**config.mk**
```make
export PLATFORM = sky130hd
export DESIGN_NAME = friscv_mpu_gate
export DESIGN_NICKNAME = d
export VERILOG_FILES = /design/src/rtl/friscv_mpu_pkg.sv /design/src/rtl/friscv_mpu_gate_cnt.sv /design/src/rtl/friscv_mpu_gate.sv
export SDC_FILE = /design/constraint.sdc
export NUM_CORES = 1
export LEC_CHECK = 0
export CAP_MARGIN = 20
export CORE_MARGIN = 2
export CORE_UTILIZATION = 35
export CTS_CLUSTER_SIZE = 12
export DETAILED_ROUTE_END_ITERATION = 6
export GPL_TIMING_DRIVEN = 1
export PLACE_DENSITY_LB_ADDON = 0.08
export SKIP_CTS_REPAIR_TIMING = 1
export SYNTH_ARGS = -nofsm -noshare
export SYNTH_HDL_FRONTEND = slang
export SYNTH_SLANG_ARGS = --single-unit
```
**constraint.sdc**
```tcl
create_clock -name aclk -period 4.1 [get_ports aclk]
set_clock_uncertainty 0.2 [all_clocks]
set_input_delay 0.615 -clock aclk [delete_from_list [all_inputs] [get_ports aclk]]
set_output_delay 0.615 -clock aclk [all_outputs]
set_load 0.005 [all_outputs]
```
**src/rtl/friscv_mpu_pkg.sv**
```systemverilog
// Shared types and constants for the MPU read gate.
//   mpu_state_t : gate FSM state encoding
//   RESP_SLVERR : AXI response code returned for a denied read
//   cnt_width() : bits needed to hold 0..max inclusive
package friscv_mpu_pkg;

   typedef enum logic [2:0] {
      ST_IDLE    = 3'd0,
      ST_CHECK   = 3'd1,
      ST_FORWARD = 3'd2,
      ST_DRAIN   = 3'd3,
      ST_FAULT   = 3'd4
   } mpu_state_t;

   localparam logic [1:0] RESP_OKAY   = 2'b00;
   localparam logic [1:0] RESP_SLVERR = 2'b10;

   function automatic int cnt_width(input int max_val);
      return (max_val < 1) ? 1 : $clog2(max_val + 1);
   endfunction

endpackage

```
**src/rtl/friscv_mpu_gate_cnt.sv**
```systemverilog
// Saturating up/down counter of forwarded reads still awaiting their last R beat.
// Ports:
//   aclk, areset : clock, async active-high reset
//   inc          : one read forwarded downstream this cycle
//   dec          : one read completed (rlast handshake) this cycle
//   count        : current number of outstanding reads
//   full, empty  : count == MAX_COUNT / count == 0
module friscv_mpu_gate_cnt
   import friscv_mpu_pkg::*;
#(
   parameter int MAX_COUNT = 4,
   parameter int CNT_W     = cnt_width(MAX_COUNT)
) (
   input  logic             aclk,
   input  logic             areset,
   input  logic             inc,
   input  logic             dec,
   output logic [CNT_W-1:0] count,
   output logic             full,
   output logic             empty
);

   logic inc_ok;
   logic dec_ok;

   assign full   = (count == CNT_W'(MAX_COUNT));
   assign empty  = (count == '0);
   // Saturate at both ends; a simultaneous inc and dec cancels out.
   assign inc_ok = inc & ~full;
   assign dec_ok = dec & ~empty;

   always_ff @(posedge aclk or posedge areset) begin
      if (areset) begin
         count <= '0;
      end else if (inc_ok && !dec_ok) begin
         count <= count + CNT_W'(1);
      end else if (dec_ok && !inc_ok) begin
         count <= count - CNT_W'(1);
      end
   end

endmodule

```
**src/rtl/friscv_mpu_gate.sv**
```systemverilog
// MPU read gate: holds one upstream AR request, asks the MPU whether its address
// is permitted, then either forwards it downstream or answers it locally with a
// single-beat SLVERR. R data from downstream passes straight through except while
// the local error beat is being returned.
//
// Optional feature macro: FRISCV_MPU_FAULT_ADDR_EN -- when defined, fault_addr
// records the address of the most recent denied request; otherwise it reads 0.
//
// Ports:
//   aclk, areset            : clock, async active-high reset
//   s_ar* / s_arready       : upstream AR channel (slave side)
//   m_ar* / m_arready       : downstream AR channel (master side)
//   m_r* / m_rready         : downstream R channel
//   s_r* / s_rready         : upstream R channel
//   mpu_addr, mpu_allow     : registered address to MPU checker, its permit
//   fault_addr              : address of the last denied request
//
// state      | meaning
// -----------+-----------------------------------------------------------
// ST_IDLE    | accepting an upstream AR
// ST_CHECK   | one cycle; MPU verdict on mpu_addr is sampled
// ST_FORWARD | presenting the request downstream (while not at max outstanding)
// ST_DRAIN   | denied; waiting for earlier forwarded reads to finish
// ST_FAULT   | returning the SLVERR beat upstream
module friscv_mpu_gate
   import friscv_mpu_pkg::*;
#(
   parameter int AXI_ADDR_W      = 32,
   parameter int AXI_ID_W        = 8,
   parameter int XLEN            = 32,
   parameter int MAX_OUTSTANDING = 4
) (
   input  logic                  aclk,
   input  logic                  areset,
   input  logic                  s_arvalid,
   output logic                  s_arready,
   input  logic [AXI_ADDR_W-1:0] s_araddr,
   input  logic [AXI_ID_W-1:0]   s_arid,
   output logic                  m_arvalid,
   input  logic                  m_arready,
   output logic [AXI_ADDR_W-1:0] m_araddr,
   output logic [AXI_ID_W-1:0]   m_arid,
   input  logic                  m_rvalid,
   output logic                  m_rready,
   input  logic [AXI_ID_W-1:0]   m_rid,
   input  logic [1:0]            m_rresp,
   input  logic [XLEN-1:0]       m_rdata,
   input  logic                  m_rlast,
   output logic                  s_rvalid,
   input  logic                  s_rready,
   output logic [AXI_ID_W-1:0]   s_rid,
   output logic [1:0]            s_rresp,
   output logic [XLEN-1:0]       s_rdata,
   output logic                  s_rlast,
   output logic [AXI_ADDR_W-1:0] mpu_addr,
   input  logic                  mpu_allow,
   output logic [AXI_ADDR_W-1:0] fault_addr
);

   localparam int CNT_W = cnt_width(MAX_OUTSTANDING);

   mpu_state_t          state_q;
   mpu_state_t          state_d;
   logic [AXI_ID_W-1:0] arid_q;
   logic [CNT_W-1:0]    cnt_count;
   logic                cnt_full;
   logic                cnt_empty;
   logic                ar_hs;
   logic                m_ar_hs;
   logic                m_r_last_hs;

   assign ar_hs       = s_arvalid & s_arready;
   assign m_ar_hs     = m_arvalid & m_arready;
   assign m_r_last_hs = m_rvalid & m_rready & m_rlast;

   friscv_mpu_gate_cnt #(
      .MAX_COUNT (MAX_OUTSTANDING),
      .CNT_W     (CNT_W)
   ) u_cnt (
      .aclk   (aclk),
      .areset (areset),
      .inc    (m_ar_hs),
      .dec    (m_r_last_hs),
      .count  (cnt_count),
      .full   (cnt_full),
      .empty  (cnt_empty)
   );

   always_ff @(posedge aclk or posedge areset) begin
      if (areset) begin
         state_q <= ST_IDLE;
      end else begin
         state_q <= state_d;
      end
   end

   always_ff @(posedge aclk or posedge areset) begin
      if (areset) begin
         mpu_addr <= '0;
         arid_q   <= '0;
      end else if (ar_hs) begin
         mpu_addr <= s_araddr;
         arid_q   <= s_arid;
      end
   end

   always_comb begin
      state_d   = state_q;
      s_arready = 1'b0;
      m_arvalid = 1'b0;
      case (state_q)
         ST_IDLE: begin
            s_arready = 1'b1;
            if (s_arvalid) begin
               state_d = ST_CHECK;
            end
         end
         ST_CHECK: begin
            if (mpu_allow) begin
               state_d = ST_FORWARD;
            end else if (cnt_empty) begin
               state_d = ST_FAULT;
            end else begin
               state_d = ST_DRAIN;
            end
         end
         ST_FORWARD: begin
            // Nothing but an R completion changes cnt_full here, so valid
            // cannot fall once raised.
            m_arvalid = ~cnt_full;
            if (m_ar_hs) begin
               state_d = ST_IDLE;
            end
         end
         ST_DRAIN: begin
            if (cnt_count == '0) begin
               state_d = ST_FAULT;
            end
         end
         ST_FAULT: begin
            if (s_rready) begin
               state_d = ST_IDLE;
            end
         end
         default: begin
            state_d = ST_IDLE;
         end
      endcase
   end

   assign m_araddr = mpu_addr;
   assign m_arid   = arid_q;

   always_comb begin
      s_rvalid = m_rvalid;
      s_rid    = m_rid;
      s_rresp  = m_rresp;
      s_rdata  = m_rdata;
      s_rlast  = m_rlast;
      m_rready = s_rready;
      if (state_q == ST_FAULT) begin
         s_rvalid = 1'b1;
         s_rid    = arid_q;
         s_rresp  = RESP_SLVERR;
         s_rdata  = '0;
         s_rlast  = 1'b1;
         m_rready = 1'b0;
      end
   end

`ifdef FRISCV_MPU_FAULT_ADDR_EN
   logic fault_load;

   assign fault_load = (state_q == ST_CHECK) && !mpu_allow;

   always_ff @(posedge aclk or posedge areset) begin
      if (areset) begin
         fault_addr <= '0;
      end else if (fault_load) begin
         fault_addr <= mpu_addr;
      end
   end
`else
   assign fault_addr = '0;
`endif

endmodule

```
* Word level (Yosys, flattened, before mapping) *
Cells that the tools add are included.

word-level totals
  latch bits = 0
  bits in writable memories = 0
  input port bits = 90
  memories kept = 0
  output and inout port bits = 151
  register bits = 46
  memory bits (read-only) = 0

cells by class
  shifts and indexed selects = 0
  eq/ne operators = 9
  multiplexer cells = 17
  $add $sub $neg = 2
  divide/modulo/power cells = 0
  magnitude comparators = 0
  reductions and logical operators = 8
  multiply operators = 0
  bitwise gates (word level) = 8

operators with widths
  kind                   count
  $mux W32               1
  $mux W3                8
  $pmux W3 S5            1
  $mux W8                1
  $and A1 B1 Y1          6
  $eq A3 B2 Y1 const B   2
  $eq A3 B3 Y1 const B   2
  $logic_not A3 Y1       2
  $mux W1                5
  $ne A2 B1 Y1 const B   2
  $ne A2 B2 Y1 const B   2
  $reduce_and A4 Y1      1
  $add A3 B1 Y3 const B  1
  $eq A3 B1 Y1 const B   1
  $sub A3 B1 Y3 const B  1
  $logic_and A1 B1 Y1    2
  $logic_not A1 Y1       2
  $mux W2                1
  $not A1 Y1             2
  $reduce_bool A2 Y1     1

* Depth between registers and ports, before layout *
Gate-level depths: netlist of run 1.

  word-level depth = 9
  depth in mapped cells = 10

* Modules after synthesis *
Synthesis of run 1 repeated with hierarchy kept, for this count alone.

second synthesis, totals
  cell total of the unflattened synthesis = 241
  area, all modules = 2926.6 um^2

by module, submodules not included
  module               area each (um^2)  cells each  instances  sequential area each (um^2)
  friscv_mpu_gate      2745.1            225         1          1076.0
  friscv_mpu_gate_cnt  181.4             16          1          75.1

* Worst setup path before layout of run 1 *
OpenSTA, ideal clock, no wires.

  path type = register to register
  start = reg state_q[0]
  end = reg u_cnt.count[2]
  path buffers = 1
  setup slack = 1.824 ns
  library setup time = 0.079 ns
  arrival = 1.997 ns
  cell stages (with the launch flop) = 11
  period minus slack after synthesis = 2.276 ns
  required time = 3.821 ns
  cell sequence = dfrtp_1 > buf_6 > nor3b_4 > nor2b_1 > nand4_1 > ha_1 > inv_1 > fa_1 > xor2_1 > nor2_1 > xor2_1

between the ends
  longest elaborated chain between the ends = 8
  elaborated cells between the ends (all ways) = 15
  those cells by class = eq/ne (2); mux (3); bitwise (5); reduce/logical (5)

ends and longest elaborated chain
  what                                                  line                       RTL
  from (decl)                                           friscv_mpu_gate.sv:62      mpu_state_t state_q;
  from (signal assigned)                                friscv_mpu_gate.sv:93      state_q <= state_d;
  $eq A3 B3 Y1 (*)                                      friscv_mpu_gate.sv:161     if (state_q == ST_FAULT) begin
  $mux W1 (*)                                           friscv_mpu_gate.sv:161
  net m_rready                                          friscv_mpu_gate.sv:44      output logic m_rready,
  $and A1 B1 Y1 (*) (2 in a row)                        friscv_mpu_gate.sv:74      assign m_r_last_hs = m_rvalid & m_rready & m_rlast;
  $and A1 B1 Y1 (*)                                     friscv_mpu_gate_cnt.sv:30  assign dec_ok = dec & ~empty;
  $logic_not A1 Y1                                      friscv_mpu_gate_cnt.sv:35  end else if (inc_ok && !dec_ok) begin
  $logic_and A1 B1 Y1                                   friscv_mpu_gate_cnt.sv:35
  $mux W3 / $reduce_bool A2 Y1 (equally long branches)  n/a
  to (signal assigned)                                  friscv_mpu_gate_cnt.sv:36  count <= count + CNT_W'(1);
  to (signal assigned)                                  friscv_mpu_gate_cnt.sv:38  count <= count - CNT_W'(1);
  to (decl)                                             friscv_mpu_gate_cnt.sv:18  output logic [CNT_W-1:0] count,

The timed path passes the listed nets; every way through them passes the cells marked *.
A chain may end at the register's enable or synchronous reset.

* Final worst setup path of run 1 *
  start = reg state_q[2]
  end = out s_rid[2]

between the ends
  longest elaborated chain between the ends = 2

ends and longest elaborated chain
  what          line                    RTL
  $eq A3 B3 Y1  friscv_mpu_gate.sv:161
  $mux W8       friscv_mpu_gate.sv:161
  to (decl)     friscv_mpu_gate.sv:51   output logic [AXI_ID_W-1:0] s_rid,

Every way passes these cells.

==> out/metrics.yaml, run 1 <==
outcome: "completed"
die_area_mm2: 0.00883
hold_violations: 0
place_area_mm2: 0.00462
dpl.hpwl_um: 5930
cp.arrival_ns: 2.30
synth_edf_count: 0
worst-r2r-setup-slack_ns: 1.41
synthDistinctLibCells: 28
via_per_inst: 4.15
setup_violations: 0
num-nets-final: 503
grt_pass1_vias: 2081
slew_headroom_pct: 65.0
whs_endpoint: "u_cnt.count[2]$_DFFE_PP0P_"
num_antenna_cells: 0
p_int_uw: 2110
cts_root_buf: "clkbuf_8"
grt_max_degree: 47
pwr-share-seq_pct: 31.1
synth_warnings: 0
coreArea_mm2: 0.00777
power_leakage_uw: 0.00203
drive_above_1_share_pct: 16.7
cts_tree: "built"
p_comb_share_pct: 54.8
dr_total_vias: 2131
report.final.slew_viol_count: 0
ys_seq_elements: 46
dp.cells: 505
post-route-period-util_pct: 76.1
fin_ws_ns: 0.982
power_uw: 2900
holdPathStages: 1
pin_count: 241
min_from: "u_cnt.count[2]$_DFFE_PP0P_"
grt_pass1_wl_um: 11200
maxCapViolations: 0
yosysSeqAreaShare_pct: 40.6
design_area_mm2: 0.00479
setup_tns_ns: 0
synth_flop_cell: "dfrtp_1"
cp-start-kind: "flip-flop"
worstPathRequired_ns: 3.28
cts_buffers: 5
end_kind: "output port"
row_count: 32
grtUsageTotal_pct: 16.2
start_util_pct: 36.5
drc: 0
path_class: "flip-flop to output port"
die_w_um: 94.0
fmax_mhz: 321
r2r-end: "u_cnt.count[2]$_DFFE_PP0P_"
switching_share_pct: 27.4
drt.antenna.violating_nets: 0
wire_per_inst_um: 14.5
pre_cts_ws_ns: 1.29
io_buffers: 208
firstDrtPassIters: 3
routabilityCongestion: 0.742
worstMarginPinSlew_ns: 0.526
power_density_mw_per_mm2: 607
cts_sinks: 46
grt.overflow.total: 0
hold_path_class: "flip-flop to flip-flop"
worstRegToRegCells: 10
h-tree-depth: 2
crit_path_max_fanout: 45
power.switching_uw: 796
clock_power_share_pct: 14.1
grt_setup_unrepaired: "no"
avgSynthCellArea_um2: 12.1
vdd_ir_drop_max_mv: 0.385
syn_to_final_growth_pct: 68.9
routed_wl_um: 7470
antenna_found_initial: 0
fin_cells: 514
r2r_start: "state_q[2]$_DFFE_PP0P_"
syn_inst: 235
fp.dieH_um: 94.0
finalCriticalPeriod_ns: 3.12
clk_latency_ns: 0.29
async_reset_ff_share_pct: 100
clk_pin_slew_ns: 0.08
syn_area_mm2: 0.00283
drt_iter0_drc: 32
clock_path_buffers: 2
## per-stage QoR
stage / util [%] / hold slack (ns)
6_report: 61.6 / 0.314
5_1_grt: 61.6 / 0.352
4_1_cts: 61.3 / 0.315
3_5_place_dp: 59.4 / 0.300
3_3_place_gp: 59.4 / 0.298
2_1_floorplan: - / 0.271
## layout by cell type, fill, tap and decap left out, drive strengths merged
master	synthesis	layout
a31oi	1	1
and2b	5	5
and4bb	1	1
buf	71	4
bufinv	0	2
clkbuf	3	6
clkdlybuf4s50	0	208
conb	1	32
dfrtp	46	46
fa	1	1
ha	1	1
inv	2	2
mux2	49	49
nand2	2	2
nand2b	1	1
nand3	2	2
nand4	1	1
nor2	5	5
nor2b	30	30
nor3	2	2
nor3b	1	1
nor4b	1	1
o22ai	1	1
or2	3	3
or3	1	1
or3b	1	1
xnor2	1	1
xor2	2	2
## cell type report
cell class	count	area (µm²)
fill	640	2980
timing repair buffer	212	2130
multi-input combinational	144	1220
sequential	46	1150
tap	102	128
clock buffer	6	82.6
clock inverter	2	60.1
inverter	2	7.51
## layer usage
metal	global-route usage, %	part of all wire [%]
met2	28.2	52
met1	20.3	40
met3	3.53	7.1
met4	3.86	1.2
met5	0	0
## cell families (layout without fill, tap and decap cells)
group / after synthesis / count (layout) / synth area share [%]
DFF: 46 / 46 / 40.6
adders and majority gates: 2 / 2 / 1.15
muxes: 49 / 49 / 23.3
other: 1 / 32 / 0.132
buffers and inverters: 76 / 222 / 20.3
AOI/OAI and AO/OA: 2 / 2 / 0.442
xor gates and xnor gates: 3 / 3 / 0.927
and+or+nand+nor: 56 / 56 / 13.2
## worst max-delay path: stages (launching register included)
cell             delay (ns)
dfrtp_1                0.52
nor3b_4                0.23
buf_4                  0.41
mux2_2                 0.39
clkdlybuf4s50_1        0.46
## power by group through the flow
stage	Sequential [µW]	Clock [µW]	Combinational (µW)
after floorplan	881	0	885
after CTS	912	418	1610
after global routing	946	442	1710
after detailed placement	915	0	1600
after global placement	908	0	1590
final	904	408	1590
## state kept, by name, summed over array words and instances, names as in the netlist
signal and flops:
m_araddr 32, state_q 3, u_cnt.count 3, m_arid 8
## cells in the mapped netlist (all sizes together) (2+ instances only)
master | number | area (µm²)
buf | 71 | 556
mux2 | 49 | 661
dfrtp | 46 | 1150
nor2b | 30 | 188
and2b | 5 | 37.5
nor2 | 5 | 18.8
clkbuf | 3 | 11.3
or2 | 3 | 18.8
inv | 2 | 7.51
nand2 | 2 | 7.51
nand3 | 2 | 10.0
nor3 | 2 | 10.0
xor2 | 2 | 17.5
## how the worst max path moves through the flow
stage / endpoint / start / depth (start not counted) / slack [ns]
6_report: s_rid[2] / state_q[2]$_DFFE_PP0P_ / 4 / 0.98
5_1_grt: s_rid[5] / state_q[2]$_DFFE_PP0P_ / 4 / 0.84
4_1_cts: s_rid[2] / state_q[2]$_DFFE_PP0P_ / 4 / 0.97
3_5_place_dp: s_rid[2] / state_q[2]$_DFFE_PP0P_ / 4 / 1.29
3_3_place_gp: s_rid[1] / state_q[2]$_DFFE_PP0P_ / 4 / 1.35
2_1_floorplan: u_cnt.count[2]$_DFFE_PP0P_ / state_q[0]$_DFFE_PP0P_ / 10 / 1.82
Power figures use the tool's default switching activity.
==> inputs of run 2 (changes only) <==
--- a/config.mk
+++ b/config.mk
@@ -7,7 +7,7 @@
 export LEC_CHECK = 0
 export CAP_MARGIN = 20
 export CORE_MARGIN = 2
-export CORE_UTILIZATION = 35
+export CORE_UTILIZATION = 32
 export CTS_CLUSTER_SIZE = 12
 export DETAILED_ROUTE_END_ITERATION = 6
 export GPL_TIMING_DRIVEN = 1
==> constraint.sdc (replaced) <==
create_clock -name aclk -period 3.18 [get_ports aclk]
set_clock_uncertainty 0.2 [all_clocks]
set_input_delay 0.477 -clock aclk [delete_from_list [all_inputs] [get_ports aclk]]
set_output_delay 0.477 -clock aclk [all_outputs]
set_load 0.005 [all_outputs]
==> out/metrics.yaml, run 2 (synthesis gave the netlist of run 1 again) <==
h-tree-depth: 2  # unchanged
firstDrtPassIters: 4  # +1
outcome: "completed"
clock_path_buffers: 2  # unchanged
p_comb_share_pct: 57.1  # +2.3 points
mostFrequentLayoutCells: "208 x clkdlybuf4s50_1, 46 x dfrtp_1, 32 x conb_1"
pre_cts_ws_ns: 0.665  # -0.626 ns
power.switching_uw: 1020  # +28%
num-nets-final: 504  # +0.20%
p_int_uw: 2560  # +21%
layout_commonest_cell: "clkdlybuf4s50_1"
cp_top_family: "buffers and inverters"
maxCapViolations: 0  # unchanged
fill_cells: 758  # +18%
cts_tree: "built"
fmax_mhz: 354
post-route-period-util_pct: 88.7
finalCriticalPeriod_ns: 2.82
drt_iter0_drc: 41  # +28%
fin_ws_ns: 0.358  # -0.624 ns
dp.cells: 513  # +1.6%
worst-path-stages: 4  # unchanged
path_cells: "nor3b_4 -> buf_12 -> mux2_2 -> clkdlybuf4s50_1"
worst-r2r-setup-slack_ns: 0.70  # -0.71 ns
setup_tns_ns: 0  # unchanged
cts_sinks: 46  # unchanged
crit_buf_inv: 2  # unchanged
syn_to_final_growth_pct: 67.5
power_density_mw_per_mm2: 753  # +24%
fin_cells: 521  # +1.4%
grt_setup_unrepaired: "no"
grt.overflow.total: 0  # unchanged
worstRegToRegCells: 10  # unchanged
switching_share_pct: 28.4  # +1.0 points
hold_violations: 0  # unchanged
clk_pin_slew_ns: 0.08  # about the same
grt_pass1_vias: 2122  # +2.0%
cts_root_buf: "clkbuf_8"
routabilityCongestion: 0.811  # +9.3%
cpMaxStageDelayCell: "dfrtp_1"
largest_register_ffs: 32  # unchanged
drc: 0  # unchanged
cp.arrival_ns: 2.14  # -0.16 ns
vdd_ir_drop_max_mv: 0.454  # +18%
io_buffers: 208  # unchanged
worstPathRequired_ns: 2.50  # -0.78 ns
dpl.hpwl_um: 5930  # about the same
via_per_inst: 4.10  # -1.1%
r2r_start: "state_q[2]$_DFFE_PP0P_"
multi_input_area_mm2: 0.00122  # unchanged
path_class: "flip-flop to output port"
coreArea_mm2: 0.00864  # +11%
dr_total_vias: 2137  # +0.28%
r2r-end: "u_cnt.count[2]$_DFFE_PP0P_"
crit_path_max_fanout: 45  # unchanged
pwr-share-seq_pct: 32.8  # +1.7 points
drive_above_1_share_pct: 16.9  # +0.20 points
end_kind: "output port"
cpPeakStageDelay_ns: 0.52  # about the same
fp.dieH_um: 98.1  # +4.4%
cts_buffers: 5  # unchanged
cp-start-kind: "flip-flop"
clk_latency_ns: 0.29  # about the same
antenna_found_initial: 0  # unchanged
num_antenna_cells: 0  # unchanged
grt_pass1_wl_um: 11500  # +3.4%
routed_wl_um: 7310  # -2.1%
die_area_mm2: 0.00962  # +9.0%
regArea_mm2: 0.00115  # unchanged
drt.antenna.violating_nets: 0  # unchanged
clock_power_share_pct: 10.1  # -4.0 points
hold_path_class: "input port to asynchronous set/reset pin"
critPathLaunch: "state_q[2]$_DFFE_PP0P_"
endpoint: "s_rid[3]"
setup_violations: 0  # unchanged
wire_per_inst_um: 14.0  # -3.4%
start_util_pct: 32.8  # -3.7 points
row_count: 34  # +6.3%
report.final.slew_viol_count: 0  # unchanged
die_w_um: 98.1  # +4.4%
power_leakage_uw: 0.00201  # -1.2%
grtUsageTotal_pct: 14.9  # -1.3 points
pin_count: 241  # unchanged
grt_max_degree: 46  # -2.1%
==> run 2: changes by cell type in the layout (fill, tap and decap cells not counted), sizes merged <==
cell and delta:
buf +1, bufinv -2, clkinv +1, clkinvlp +1
==> run 2: per-stage QoR <==
step | hold slack [ns] | instance area [µm²] | util, % | total power [µW]
2_1_floorplan | 0.271 | 2950 | - | 2280
3_3_place_gp | 0.297 | 4650 | 53.9 | 3240
3_5_place_dp | 0.297 | 4650 | 53.9 | 3250
4_1_cts | 0.252 | 4750 | 55.0 | 3640
5_1_grt | 0.278 | 4750 | 55.0 | 3810
6_report | 0.251 | 4750 | 55.0 | 3570
==> run 2: layer usage <==
layer	routed length (µm)	GRT usage (%)	vias up	share of wire, %
met5	0	0	-	0
met4	55	3.21	0	0.75
met3	485	3.51	6	6.6
met2	3830	25.8	107	52
met1	2940	19.0	1005	40
li1	-	-	1019	-
==> run 2: how the worst min path moves through the flow <==
| stage | to | from | cells past startpoint | slack, ns |
|---|---|---|---|---|
| floorplan | u_cnt.count[2]$_DFFE_PP0P_ | u_cnt.count[2]$_DFFE_PP0P_ | 1 | 0.27 |
| global placement | u_cnt.count[2]$_DFFE_PP0P_ | u_cnt.count[2]$_DFFE_PP0P_ | 1 | 0.30 |
| detailed placement | u_cnt.count[2]$_DFFE_PP0P_ | u_cnt.count[2]$_DFFE_PP0P_ | 1 | 0.30 |
| CTS | m_araddr[7]$_DFFE_PP0P_ | areset | 2 | 0.25 |
| global route | m_araddr[5]$_DFFE_PP0P_ | areset | 2 | 0.28 |
| finish | m_araddr[5]$_DFFE_PP0P_ | areset | 2 | 0.25 |
==> run 2: cell type report <==
class | count | area share [%]
repair buffers | 213 | 44.9
flip-flops and latches | 46 | 24.3
well taps | 108 | 2.85
clock inverters | 2 | 0.264
multi-input cells | 144 | 25.8
inverters | 2 | 0.158
clock buffers | 6 | 1.74
==> run 2: power by group through the flow <==
| stage | clock network [µW] | registers [µW] | logic, µW |
|---|---|---|---|
| floorplan | 0 | 1140 | 1140 |
| global placement | 0 | 1180 | 2050 |
| detailed placement | 0 | 1190 | 2060 |
| CTS | 382 | 1180 | 2070 |
| global route | 402 | 1230 | 2180 |
| finish | 359 | 1170 | 2040 |
==> inputs of run 3 (changes only) <==
--- a/config.mk
+++ b/config.mk
@@ -12,6 +12,7 @@
 export DETAILED_ROUTE_END_ITERATION = 6
 export GPL_TIMING_DRIVEN = 1
 export PLACE_DENSITY_LB_ADDON = 0.08
+export RECOVER_POWER = 100
 export SKIP_CTS_REPAIR_TIMING = 1
 export SYNTH_ARGS = -nofsm -noshare
 export SYNTH_HDL_FRONTEND = slang
==> out/metrics.yaml, run 3 (synthesis gave the netlist of run 1 again) <==
setup_violations: 0  # unchanged
cp.arrival_ns: 2.22  # +0.08 ns
endpoint: "s_rid[2]"
row_count: 34  # unchanged
outcome: "completed"
design_area_mm2: 0.00462  # -2.7%
critPathLaunch: "state_q[2]$_DFFE_PP0P_"
finalCriticalPeriod_ns: 2.90  # +0.0794 ns
coreArea_mm2: 0.00864  # unchanged
hold_violations: 0  # unchanged
cpMaxStageDelayCell: "dlygate4sd3_1"
fp.dieH_um: 98.1  # unchanged
io_buffers: 208  # unchanged
cpPeakStageDelay_ns: 0.58  # +0.06 ns
wl_met2_um: 3780  # -1.4%
wl_met1_um: 2950  # +0.27%
worstPathRequired_ns: 2.50  # about the same
routed_wl_um: 7250  # -0.89%
via_per_inst: 4.09  # -0.19%
fill_cells: 794  # +4.7%
drt_iter0_drc: 39  # -4.9%
cts_sinks: 46  # unchanged
path_cells: "nor3b_4 -> buf_12 -> mux2_2 -> dlygate4sd3_1"
clk_latency_ns: 0.29  # about the same
report.final.slew_viol_count: 0  # unchanged
worst-r2r-setup-slack_ns: 0.73  # +0.03 ns
crit_path_max_fanout: 45  # unchanged
antenna_found_initial: 0  # unchanged
top_layer_used: "met4"
vdd_ir_drop_max_mv: 0.397  # -13%
wl_met3_um: 466  # -3.9%
h-tree-depth: 2  # unchanged
cts_root_buf: "clkbuf_8"
pin_count: 241  # unchanged
dr_total_vias: 2133  # -0.19%
drc: 0  # unchanged
maxCapViolations: 0  # unchanged
fmax_mhz: 345  # -2.7%
setup_tns_ns: 0  # unchanged
clock_path_buffers: 2  # unchanged
power_density_mw_per_mm2: 677  # -10%
post-route-period-util_pct: 91.2  # +2.5 points
die_area_mm2: 0.00962  # unchanged
multi_input_area_mm2: 0.00111  # -9.5%
regArea_mm2: 0.00115  # unchanged
routabilityCongestion: 0.811  # unchanged
start_util_pct: 32.8  # unchanged
mostFrequentLayoutCells: "120 x dlygate4sd3_1, 88 x clkdlybuf4s50_1, 46 x dfrtp_1"
fin_cells: 521  # unchanged
grt_pass1_vias: 2122  # unchanged
syn_to_final_growth_pct: 62.9
slew_headroom_pct: 35.8
r2r-end: "m_araddr[30]$_DFFE_PP0P_"
drt.antenna.violating_nets: 0  # unchanged
num_antenna_cells: 0  # unchanged
drive_above_1_share_pct: 9.20  # -7.7 points
die_w_um: 98.1  # unchanged
r2r_start: "state_q[0]$_DFFE_PP0P_"
path_class: "flip-flop to output port"
grt_max_degree: 46  # unchanged
worstMarginPinSlew_ns: 0.963
clk_pin_slew_ns: 0.08  # about the same
holdWs_ns: 0.300  # +0.0495 ns
power_leakage_uw: 0.00196  # -2.7%
num-nets-final: 504  # unchanged
grt_setup_unrepaired: "no"
hold_path_class: "flip-flop to flip-flop"
grt_pass1_wl_um: 11500  # unchanged
largest_register_ffs: 32  # unchanged
grt.overflow.total: 0  # unchanged
dpl.hpwl_um: 5930  # unchanged
cts_tree: "built"
place_area_mm2: 0.00465  # unchanged
grtUsageTotal_pct: 14.9  # unchanged
cp-start-kind: "flip-flop"
cts_buffers: 5  # unchanged
firstDrtPassIters: 4  # unchanged
end_kind: "output port"
worstRegToRegCells: 3  # -7
layout_commonest_cell: "dlygate4sd3_1"
wire_per_inst_um: 13.9  # -0.89%
dp.cells: 513  # unchanged
==> run 3: layout make-up <==
cell class              instances  area share [%]
multi-input cells             144            24.0
clock buffers                   6            1.79
inverters                       2           0.163
clock inverters                 2           0.271
repair buffers                213            45.9
flip-flops and latches         46            24.9
well taps                     108            2.93
==> run 3: where the power goes <==
group	switching, µW	internal (µW)
Sequential	244	886
Combinational	525	1110
Clock	185	175
==> run 3: per-layer routing <==
| layer | global-route usage (%) | up-vias |
|---|---|---|
| met5 | 0 | - |
| met4 | 3.21 | 0 |
| met3 | 3.51 | 7 |
| met2 | 25.8 | 106 |
| met1 | 19.0 | 999 |
| li1 | - | 1021 |
==> run 3: how the worst min path moves through the flow <==
stage	startpoint	end	slack, ns	cells past startpoint
after floorplan	u_cnt.count[2]$_DFFE_PP0P_	u_cnt.count[2]$_DFFE_PP0P_	0.27	1
after global placement	u_cnt.count[2]$_DFFE_PP0P_	u_cnt.count[2]$_DFFE_PP0P_	0.30	1
after detailed placement	u_cnt.count[2]$_DFFE_PP0P_	u_cnt.count[2]$_DFFE_PP0P_	0.30	1
after CTS	areset	m_araddr[7]$_DFFE_PP0P_	0.25	2
after global routing	u_cnt.count[2]$_DFFE_PP0P_	u_cnt.count[2]$_DFFE_PP0P_	0.34	1
final	m_araddr[23]$_DFFE_PP0P_	m_araddr[23]$_DFFE_PP0P_	0.30	1
==> run 3: through the flow <==
| stage | util [%] | worst slack, ns | power (µW) |
|---|---|---|---|
| floorplan | - | 0.904 | 2280 |
| global placement | 53.9 | 0.688 | 3240 |
| detailed placement | 53.9 | 0.665 | 3250 |
| CTS | 55.0 | 0.336 | 3640 |
| global route | 53.4 | 0.164 | 3370 |
| finish | 53.4 | 0.279 | 3120 |
==> run 3: worst max-delay path: cells and delay by family, from the launching register on <==
family | cells | cell delay [ns]
buffers and inverters | 2 | 0.82
AND/OR/NAND/NOR | 1 | 0.26
multiplexers | 1 | 0.35
flip-flops | 1 | 0.48
